--- src/rtl/pio_out_blink.sv ---
// pio_out_blink: Avalon-MM output PIO for LEDs with atomic set/clear,
// per-bit hardware blink driven by a programmable half-period prescaler,
// and a phase status readback. Zero-wait-state slave, readdata is
// combinational from address.
// Optional macro PIO_OUT_BLINK_ACTIVE_LOW_EN inverts out_port for
// active-low LEDs; register readback is unaffected.
module pio_out_blink #(
    parameter int unsigned WIDTH          = 5,
    parameter int unsigned PRESCALE_W     = 26,
    parameter logic [31:0] RESET_VALUE    = 32'h0,
    parameter logic [31:0] DEFAULT_PERIOD = 32'd24999999
) (
    input  logic             clk,
    input  logic             reset,
    input  logic [2:0]       address,
    input  logic             chipselect,
    input  logic             write_n,
    input  logic [31:0]      writedata,
    output logic [31:0]      readdata,
    output logic [WIDTH-1:0] out_port
);

    localparam logic [2:0] ADDR_DATA   = 3'd0;
    localparam logic [2:0] ADDR_BLINK  = 3'd1;
    localparam logic [2:0] ADDR_PERIOD = 3'd2;
    localparam logic [2:0] ADDR_SET    = 3'd3;
    localparam logic [2:0] ADDR_CLR    = 3'd4;
    localparam logic [2:0] ADDR_STATUS = 3'd5;

    localparam logic [WIDTH-1:0]      RST_DATA = RESET_VALUE[WIDTH-1:0];
    localparam logic [PRESCALE_W-1:0] RST_PER  = DEFAULT_PERIOD[PRESCALE_W-1:0];
    localparam logic [PRESCALE_W-1:0] CNT_ONE  = PRESCALE_W'(1);

    logic [WIDTH-1:0]      r_data;
    logic [WIDTH-1:0]      r_blink_en;
    logic [PRESCALE_W-1:0] r_period;
    logic [PRESCALE_W-1:0] r_cnt;
    logic                  r_phase;

    logic                  w_wr;
    logic                  w_period_wr;
    logic [WIDTH-1:0]      w_wd;
    logic [PRESCALE_W-1:0] w_wp;
    logic [WIDTH-1:0]      w_led;
    logic                  w_unused;

    assign w_wr        = chipselect & ~write_n;
    assign w_period_wr = w_wr && (address == ADDR_PERIOD);
    assign w_wd        = writedata[WIDTH-1:0];
    assign w_wp        = writedata[PRESCALE_W-1:0];
    // Upper writedata bits are ignored for narrow fields.
    assign w_unused    = &{1'b0, writedata};

    // Register file writes; OUTSET/OUTCLEAR are read-modify-write of DATA in one edge.
    always_ff @(posedge clk) begin
        if (reset) begin
            r_data     <= RST_DATA;
            r_blink_en <= '0;
            r_period   <= RST_PER;
        end else if (w_wr) begin
            case (address)
                ADDR_DATA:   r_data     <= w_wd;
                ADDR_BLINK:  r_blink_en <= w_wd;
                ADDR_PERIOD: r_period   <= w_wp;
                ADDR_SET:    r_data     <= r_data | w_wd;
                ADDR_CLR:    r_data     <= r_data & ~w_wd;
                default:     ;
            endcase
        end
    end

    // Free-running half-period prescaler; a period write restarts it high so a
    // shorter period can never be overrun by a counter already past it.
    always_ff @(posedge clk) begin
        if (reset) begin
            r_cnt   <= '0;
            r_phase <= 1'b1;
        end else if (w_period_wr) begin
            r_cnt   <= '0;
            r_phase <= 1'b1;
        end else if (r_cnt == r_period) begin
            r_cnt   <= '0;
            r_phase <= ~r_phase;
        end else begin
            r_cnt   <= r_cnt + CNT_ONE;
        end
    end

    // LED drive from registers only; blinking bits are gated by phase.
    always_comb begin
        w_led = (r_data & ~r_blink_en) | (r_data & r_blink_en & {WIDTH{r_phase}});
    end

`ifdef PIO_OUT_BLINK_ACTIVE_LOW_EN
    assign out_port = ~w_led;
`else
    assign out_port = w_led;
`endif

    // Read mux; write-only and reserved words read as zero.
    always_comb begin
        readdata = '0;
        case (address)
            ADDR_DATA:   readdata[WIDTH-1:0]      = r_data;
            ADDR_BLINK:  readdata[WIDTH-1:0]      = r_blink_en;
            ADDR_PERIOD: readdata[PRESCALE_W-1:0] = r_period;
            ADDR_STATUS: readdata[0]              = r_phase;
            default:     ;
        endcase
    end

endmodule

--- config.mk ---
export PLATFORM = sky130hd
export DESIGN_NAME = pio_out_blink
export DESIGN_NICKNAME = d
export VERILOG_FILES = /design/src/rtl/pio_out_blink.sv
export SDC_FILE = /design/constraint.sdc
export NUM_CORES = 1
export LEC_CHECK = 0
export ABC_AREA = 1
export CAP_MARGIN = 25
export CORE_AREA = 8 8 82 84
export DETAILED_ROUTE_END_ITERATION = 12
export DIE_AREA = 0 0 90 92
export DONT_BUFFER_PORTS = 1
export GPL_TIMING_DRIVEN = 0
export PLACE_DENSITY = 0.86
export SLEW_MARGIN = 20
export SYNTH_ARGS = -nofsm -noshare
export SYNTH_HDL_FRONTEND = slang
export SYNTH_SLANG_ARGS = --single-unit
export TNS_END_PERCENT = 30
--- constraint.sdc ---
create_clock -name clk -period 3 [get_ports clk]
set_input_delay 0.6 -clock clk [delete_from_list [all_inputs] [get_ports clk]]
set_output_delay 0.6 -clock clk [all_outputs]
set_load 0.05 [all_outputs]
# Word-level counts from Yosys, hierarchy flattened
# Index checks and enable logic that the tools add are counted.
# classes
muxes	4
reduce_logical	8
n_bitwise	11
eq_ne	6
addsub	1
# ops
operator	n
26-bit by 1-bit adder with 26-bit output, second input constant	1
26-bit == test	1
21-bit 2-to-1 mux	1
5-bit AND	4
5-bit case mux with 3 select lines	1
4-bit case mux with 3 select lines	1
5-bit NOT	2
5-bit OR	2
3-bit by 2-bit == test with 1-bit output, second input constant	2
3-bit == test, second input constant	2
2-bit AND reduction	3
1-bit case mux with 4 select lines	1
3-bit by 1-bit == test with 1-bit output, second input constant	1
3-bit logical NOT	1
3-bit nonzero test	1
3-bit OR reduction	1
1-bit NOT	2
2-bit OR reduction	1
1-bit AND	1
1-bit logical AND	1
# word_totals
register_bits	63
out_inout_bits	37
inputBits	39
wordCells	35

# Depth between registers and ports, before layout
# Gate-level depths: netlist of the first run.
# depth
depth_word	4
mapped_depth	11

# Worst setup path after synthesis of the first run
# No wires, ideal clock.
# synth_path
path_kind	input port to output port
from	input port address[0]
to	output port readdata[10]
path_buffers	1
setup_slack_ps	581
t_arrival_ps	1819
stages	6
path_cell_list	inv_1 nand2_1 nor2_1 inv_2 clkbuf_1 nor2_1
# synth_between
elab_chain_len	2
# synth_lines
item	line	source
start, declared	15	input logic [2:0] address,
3-bit by 2-bit == test with 1-bit output	103	case (address)
21-bit 2-to-1 mux	103	
end, declared	19	output logic [31:0] readdata,
# Every way passes these cells.

# Worst setup path after layout of the first run
# layout_path
from	input port address[0]
to	output port readdata[13]
# The elaborated chain is that of the path after synthesis.

==> out/metrics.cfg, run 1 <==
[timing]
post-route-period-util_pct = 92.4
tns_ps = 0
setup_viol = 0
hold_viol = 0
slew_violations = 0
slew_headroom_pct = 26.0
fin_crit_ps = 2770
fin_skew_ps = 5.47
rsz0062_at_grt = no
worstMarginPinSlew_ps = 1130
max_freq_ghz = 0.361

[route]
first_pass_iters = 4
drc = 0
drt_wl_total_mm = 9.40
drt_iter0_drc = 196
viasPerCell = 5.38
ant_nets = 0
via_count = 3365
routedWlPerCell_um = 15.0

[worst_setup_path]
critPathLaunchType = input port
critical_path.max_fanout = 10
r2r_end = r_cnt[24]
cp-startpoint = address[0]
reg2reg_depth = 10
cp-endpoint = readdata[13]
cp-end-kind = output pin
r2r_slack_ps = 1230
arrival_ps = 2170
path_class = input port to output pin
cp.required_ps = 2400
rr_startpoint = r_cnt[0]

[place]
hpwl_mm = 7.21
dp_cells = 609
port_buffers = 0
gp_congestion = 0.933

[clock_network]
cts_htree_levels = 3
clk_path_buf_depth = 2
root_buffer = clkbuf_8
clk_latency_ps = 340
ctsResizeCount = 0
cts_setup_buffers = 0
cts_hold_buf = 0
cts.reportedPaths.clkPinSlew_ps = 70
clock-sinks = 63
cts_tree = done
cts_buffers = 9

[synth]
synthDistinctLibCells = 31
async_flop_share_pct = 0
synth_area_um2 = 3530
synth_warnings = 0
yosysSeqAreaShare_pct = 35.7
ys.flop_type = dfxtp_1
yosysMostFrequentCell = nand2_1
synth_enable_flop_cells = 0
yosys-top-cells-count = nand2_1, inv_1, nor2_1
yosysTopAreaCell = dfxtp_1
synth.area.top_cells = dfxtp_1, nand2_1, inv_1, nor2_1, xor2_1
synth_top_area_share_pct = 35.7
syn_inst = 530
ys_ff_latch = 63
postSynthAreaPerCell_um2 = 6.66

[floorplanning]
row_count = 27
core-area_um2 = 5410
die_area_um2 = 8280
die_y_um = 92
io-pin-count = 76
die-width_um = 90
floorplan.initialDensity_pct = 65.3

[global_routing]
antenna_found_initial = 0
grt_max_degree = 11
grt_pass1_vias = 3287
grt_overflow_total = 0
grt_pass1_wl_mm = 15.2
grt_use_total_pct = 22.9

[cells_and_area]
syn2layout_area_growth_pct = 8.47
diodes = 0
fill_cells = 481
drive_gt1_share_pct = 13.4
stdcell_count = 625
nNetsFinal = 588

[flow_run]
cap_viol_max_count = 0

[power_and_ir_drop]
cellLeakagePower_uw = 0.00163
power_density_nw_per_um2 = 445
ir_drop_v = 0.000352

[run_status]
outcome = complete, no violations

[worst_hold_path]
min_path_type = input port to register

critical path, stage by stage:
cell	delay, ps
inv_1	50
nand2_1	70
nor2_1	150
inv_2	140
clkbuf_1	310
nor2_1	850
cell type report:
cell class	instances	area, µm²	area share [%]
Timing Repair Buffer	2	15.0	0.392
Inverter	81	304	7.94
Buffer	17	124	3.24
Sequential cell	63	1260	32.9
Clock inverter	4	20.0	0.523
Clock buffer	12	155	4.05
Tap cell	72	90.1	2.35
Multi-Input combinational cell	374	1860	48.6
power breakdown:
group	switching, µW	leakage, µW	total, µW	internal (µW)
clock	326	0.0000959	665	339
combinational	133	0.00102	175	42.2
sequential	11.7	0.000510	862	851
cells in the final DEF (no fill, tap or decap), drive strengths merged, types with 6 or more instances in the layout:
master	count
nand2	154
nor2	99
inv	81
xor2	20
conb	6
o21ai	19
nor3	6
a21oi	20
clkbuf	17
nand3	16
dfxtp	63
o211ai	18
buf	14
metrics by stage:
step / worst slack (ps) / util, % / total power [µW] / instance area [µm²] / hold slack (ps)
2_1_floorplan: 581 / - / 1030 / 3550 / 433
3_3_place_gp: 280 / 67.3 / 1050 / 3640 / 441
3_5_place_dp: 251 / 67.6 / 1050 / 3650 / 450
4_1_cts: 253 / 70.8 / 1700 / 3830 / 314
5_1_grt: 170 / 70.8 / 1750 / 3830 / 307
6_report: 227 / 70.8 / 1700 / 3830 / 313
state kept, by name, summed over array words and instances, names as in the netlist:
signal / flops
r_phase: 1
r_period: 26
r_blink_en: 5
r_cnt: 26
r_data: 5
how the worst min path moves through the flow:
stage               depth (start not counted)   endpoint      start
detailed placement                          2  r_data[2]  r_data[2]
global placement                            2  r_data[3]  r_data[3]
global route                                1  r_data[2]      reset
CTS                                         1  r_data[2]      reset
finish                                      1  r_data[2]      reset
floorplan                                   2  r_data[0]  r_data[0]
per-layer routing:
layer	wire, µm	global-route usage (%)	part of all wire, %
met1	4050	26.9	43
met2	4310	37.7	46
met3	856	6.93	9.1
met4	180	10.7	1.9
met5	0	0	0
cells by family after synthesis:
family                     Yosys count  share of synthesized area, %
adders and majority gates            1                         0.354
AOI/OAI and AO/OA                   62                          10.6
xor gates and xnor gates            22                          5.46
buffers and inverters               98                          12.1
DFF                                 63                          35.7
and+or+nand+nor                    283                          35.6
other                                1                         0.106
(Power assumes the default switching activity.)
==> inputs of run 2 (changes only) <==
--- a/config.mk
+++ b/config.mk
@@ -7,12 +7,14 @@
 export LEC_CHECK = 0
 export ABC_AREA = 1
 export CAP_MARGIN = 25
-export CORE_AREA = 8 8 82 84
+export CELL_PAD_IN_SITES_DETAIL_PLACEMENT = 1
+export CELL_PAD_IN_SITES_GLOBAL_PLACEMENT = 1
+export CORE_AREA = 8 8 95 97
 export DETAILED_ROUTE_END_ITERATION = 12
-export DIE_AREA = 0 0 90 92
+export DIE_AREA = 0 0 103 105
 export DONT_BUFFER_PORTS = 1
 export GPL_TIMING_DRIVEN = 0
-export PLACE_DENSITY = 0.86
+export PLACE_DENSITY = 0.89
 export SLEW_MARGIN = 20
 export SYNTH_ARGS = -nofsm -noshare
 export SYNTH_HDL_FRONTEND = slang
==> out/metrics.cfg, run 2 (synthesized netlist as in run 1, its figures left out) <==
[route]
first_pass_iters = 4  ; unchanged
drt_iter0_drc = 122  ; -38%
routedWlPerCell_um = 16.8  ; +12%
via_count = 3461  ; +2.9%
drt_wl_total_mm = 11.0  ; +17%
ant_nets = 0  ; unchanged
drc = 0  ; unchanged
viasPerCell = 5.28  ; -2.0%

[power_and_ir_drop]
p_total_uw = 1960  ; +15%
ir_drop_v = 0.000227  ; -36%
cellLeakagePower_uw = 0.00165  ; +1.5%
power_density_nw_per_um2 = 497  ; +12%

[global_routing]
grt_pass1_vias = 3759  ; +14%
grt_overflow_total = 0  ; unchanged
grt_use_total_pct = 21.4  ; -1.6 points
grt_pass1_wl_mm = 18.2  ; +20%
antenna_found_initial = 0  ; unchanged
grt_max_degree = 12  ; +1

[worst_setup_path]
arrival_ps = 2120  ; -50 ps
critical_path.max_fanout = 10  ; unchanged
cp.required_ps = 2400  ; about the same
critPathLaunchType = input port
crit_buf_inv = 3  ; unchanged
cp-end-kind = output pin
crit_slowest_cell = nor2_1
cp_cell_sequence = inv_1 -> nand2_1 -> nor2_1 -> inv_2 -> clkbuf_1 -> nor2_1
cp_slowest_stage_delay_ps = 800  ; -50 ps
crit_cells = 6  ; unchanged
cp-startpoint = address[0]
reg2reg_depth = 10  ; unchanged
rr_startpoint = r_cnt[13]
path_class = input port to output pin
crit_family = simple AND/OR/NAND/NOR gates
worst_path_most_repeated_cell = nor2_1

[timing]
slew_headroom_pct = 26.4  ; +0.45 points
hold_viol = 0  ; unchanged
slew_violations = 0  ; unchanged
worstMarginPinSlew_ps = 1110  ; -23.7 ps
fin_crit_ps = 2720  ; -55.8 ps
rsz0062_at_grt = no
setup_ws_ps = 283  ; +55.8 ps
tns_ps = 0  ; unchanged
setup_viol = 0  ; unchanged
max_freq_ghz = 0.368  ; +2.1%
fin_skew_ps = 12.2  ; +6.72 ps
post-route-period-util_pct = 90.6  ; -1.9 points

[run_status]
outcome = complete, no violations

[clock_network]
clk_latency_ps = 350  ; about the same
cts_tree = done
clk_path_buf_depth = 2  ; unchanged
cts_buffers = 9  ; unchanged
cts.reportedPaths.clkPinSlew_ps = 80  ; about the same
clock-sinks = 63  ; unchanged
root_buffer = clkbuf_8
ctsResizeCount = 0  ; unchanged
cts_htree_levels = 3  ; unchanged
cts_hold_buf = 0  ; unchanged
cts_setup_buffers = 0  ; unchanged

[floorplanning]
row_count = 32  ; +19%
io-pin-count = 76  ; unchanged
die_area_um2 = 10800  ; +31%
core-area_um2 = 7530  ; +39%
die-width_um = 103  ; +14%
die_y_um = 105  ; +14%
floorplan.initialDensity_pct = 46.9  ; -18 points

[worst_hold_path]
hold_start = reset
min_path_type = input port to register
hold_path_depth = 1  ; unchanged

[cells_and_area]
final_util_pct = 52.4  ; -18 points
diodes = 0  ; unchanged
syn2layout_area_growth_pct = 11.8
nNetsFinal = 589  ; +0.17%
stdcell_count = 656  ; +5.0%
final_common_cell = nand2_1
mostFrequentLayoutCells = nand2_1, inv_1, nor2_1, dfxtp_1, nor2_2
reg_top3 = r_cnt (26), r_period (26)
drive_gt1_share_pct = 13.5  ; +0.16 points

[place]
pre_cts_ws_ps = 272  ; +21.1 ps
hpwl_mm = 8.48  ; +18%
port_buffers = 0  ; unchanged
dp_cells = 640  ; +5.1%
gp_congestion = 0.847  ; -9.1%

[flow_run]
cap_viol_max_count = 0  ; unchanged

run 2: changes by cell type in the layout (fill, tap and decap cells not counted):
cell / delta
clkinv_2: -4
bufinv_16: +3
clkinvlp_4: +2
buf_4: +1
clkbuf_8: -1
run 2: final timing paths:
check / end / slack, ps
worst min-delay path: r_data[4] / 300
worst max-delay path: readdata[5] / 280
worst max register to register: r_cnt[16] / 1230
worst min register to register: r_data[4] / 460
run 2: worst reg2reg max path: stages, from the launching register on:
cell     delay [ps]
dfxtp_1         460
inv_1           120
nand2_1          80
nand2_1          50
nor2_1          160
nand2_1         100
nor2_2          210
nand3_2         130
nand2_4         160
buf_12          170
nor2_1           50
run 2: report_power, final:
group          total [µW]  switching [µW]  internal [µW]
sequential            863            12.2            850
clock                 919             344            575
combinational         179             136           43.0
run 2: layer usage:
layer,vias up,wire length (µm),GRT usage (%),share of wire (%)
li1,1667,-,-,-
met4,0,362,9.51,3.3
met5,-,0,0,0
met1,1683,4190,22.2,38
met3,25,676,6.10,6.1
met2,86,5780,38.3,53
run 2: metrics by stage:
step | hold slack (ps) | area [µm²]
global placement | 442 | 3680
global route | 289 | 3950
floorplan | 433 | 3550
CTS | 298 | 3950
detailed placement | 452 | 3700
finish | 303 | 3950
run 2: layout make-up:
cell class | count | area [µm²]
timing repair buffer | 3 | 22.5
inverter | 81 | 304
buffer | 17 | 124
multi-input combinational | 374 | 1860
fill | 1046 | 3580
clock inverter | 5 | 105
sequential | 63 | 1260
clock buffer | 11 | 141
tap | 102 | 128
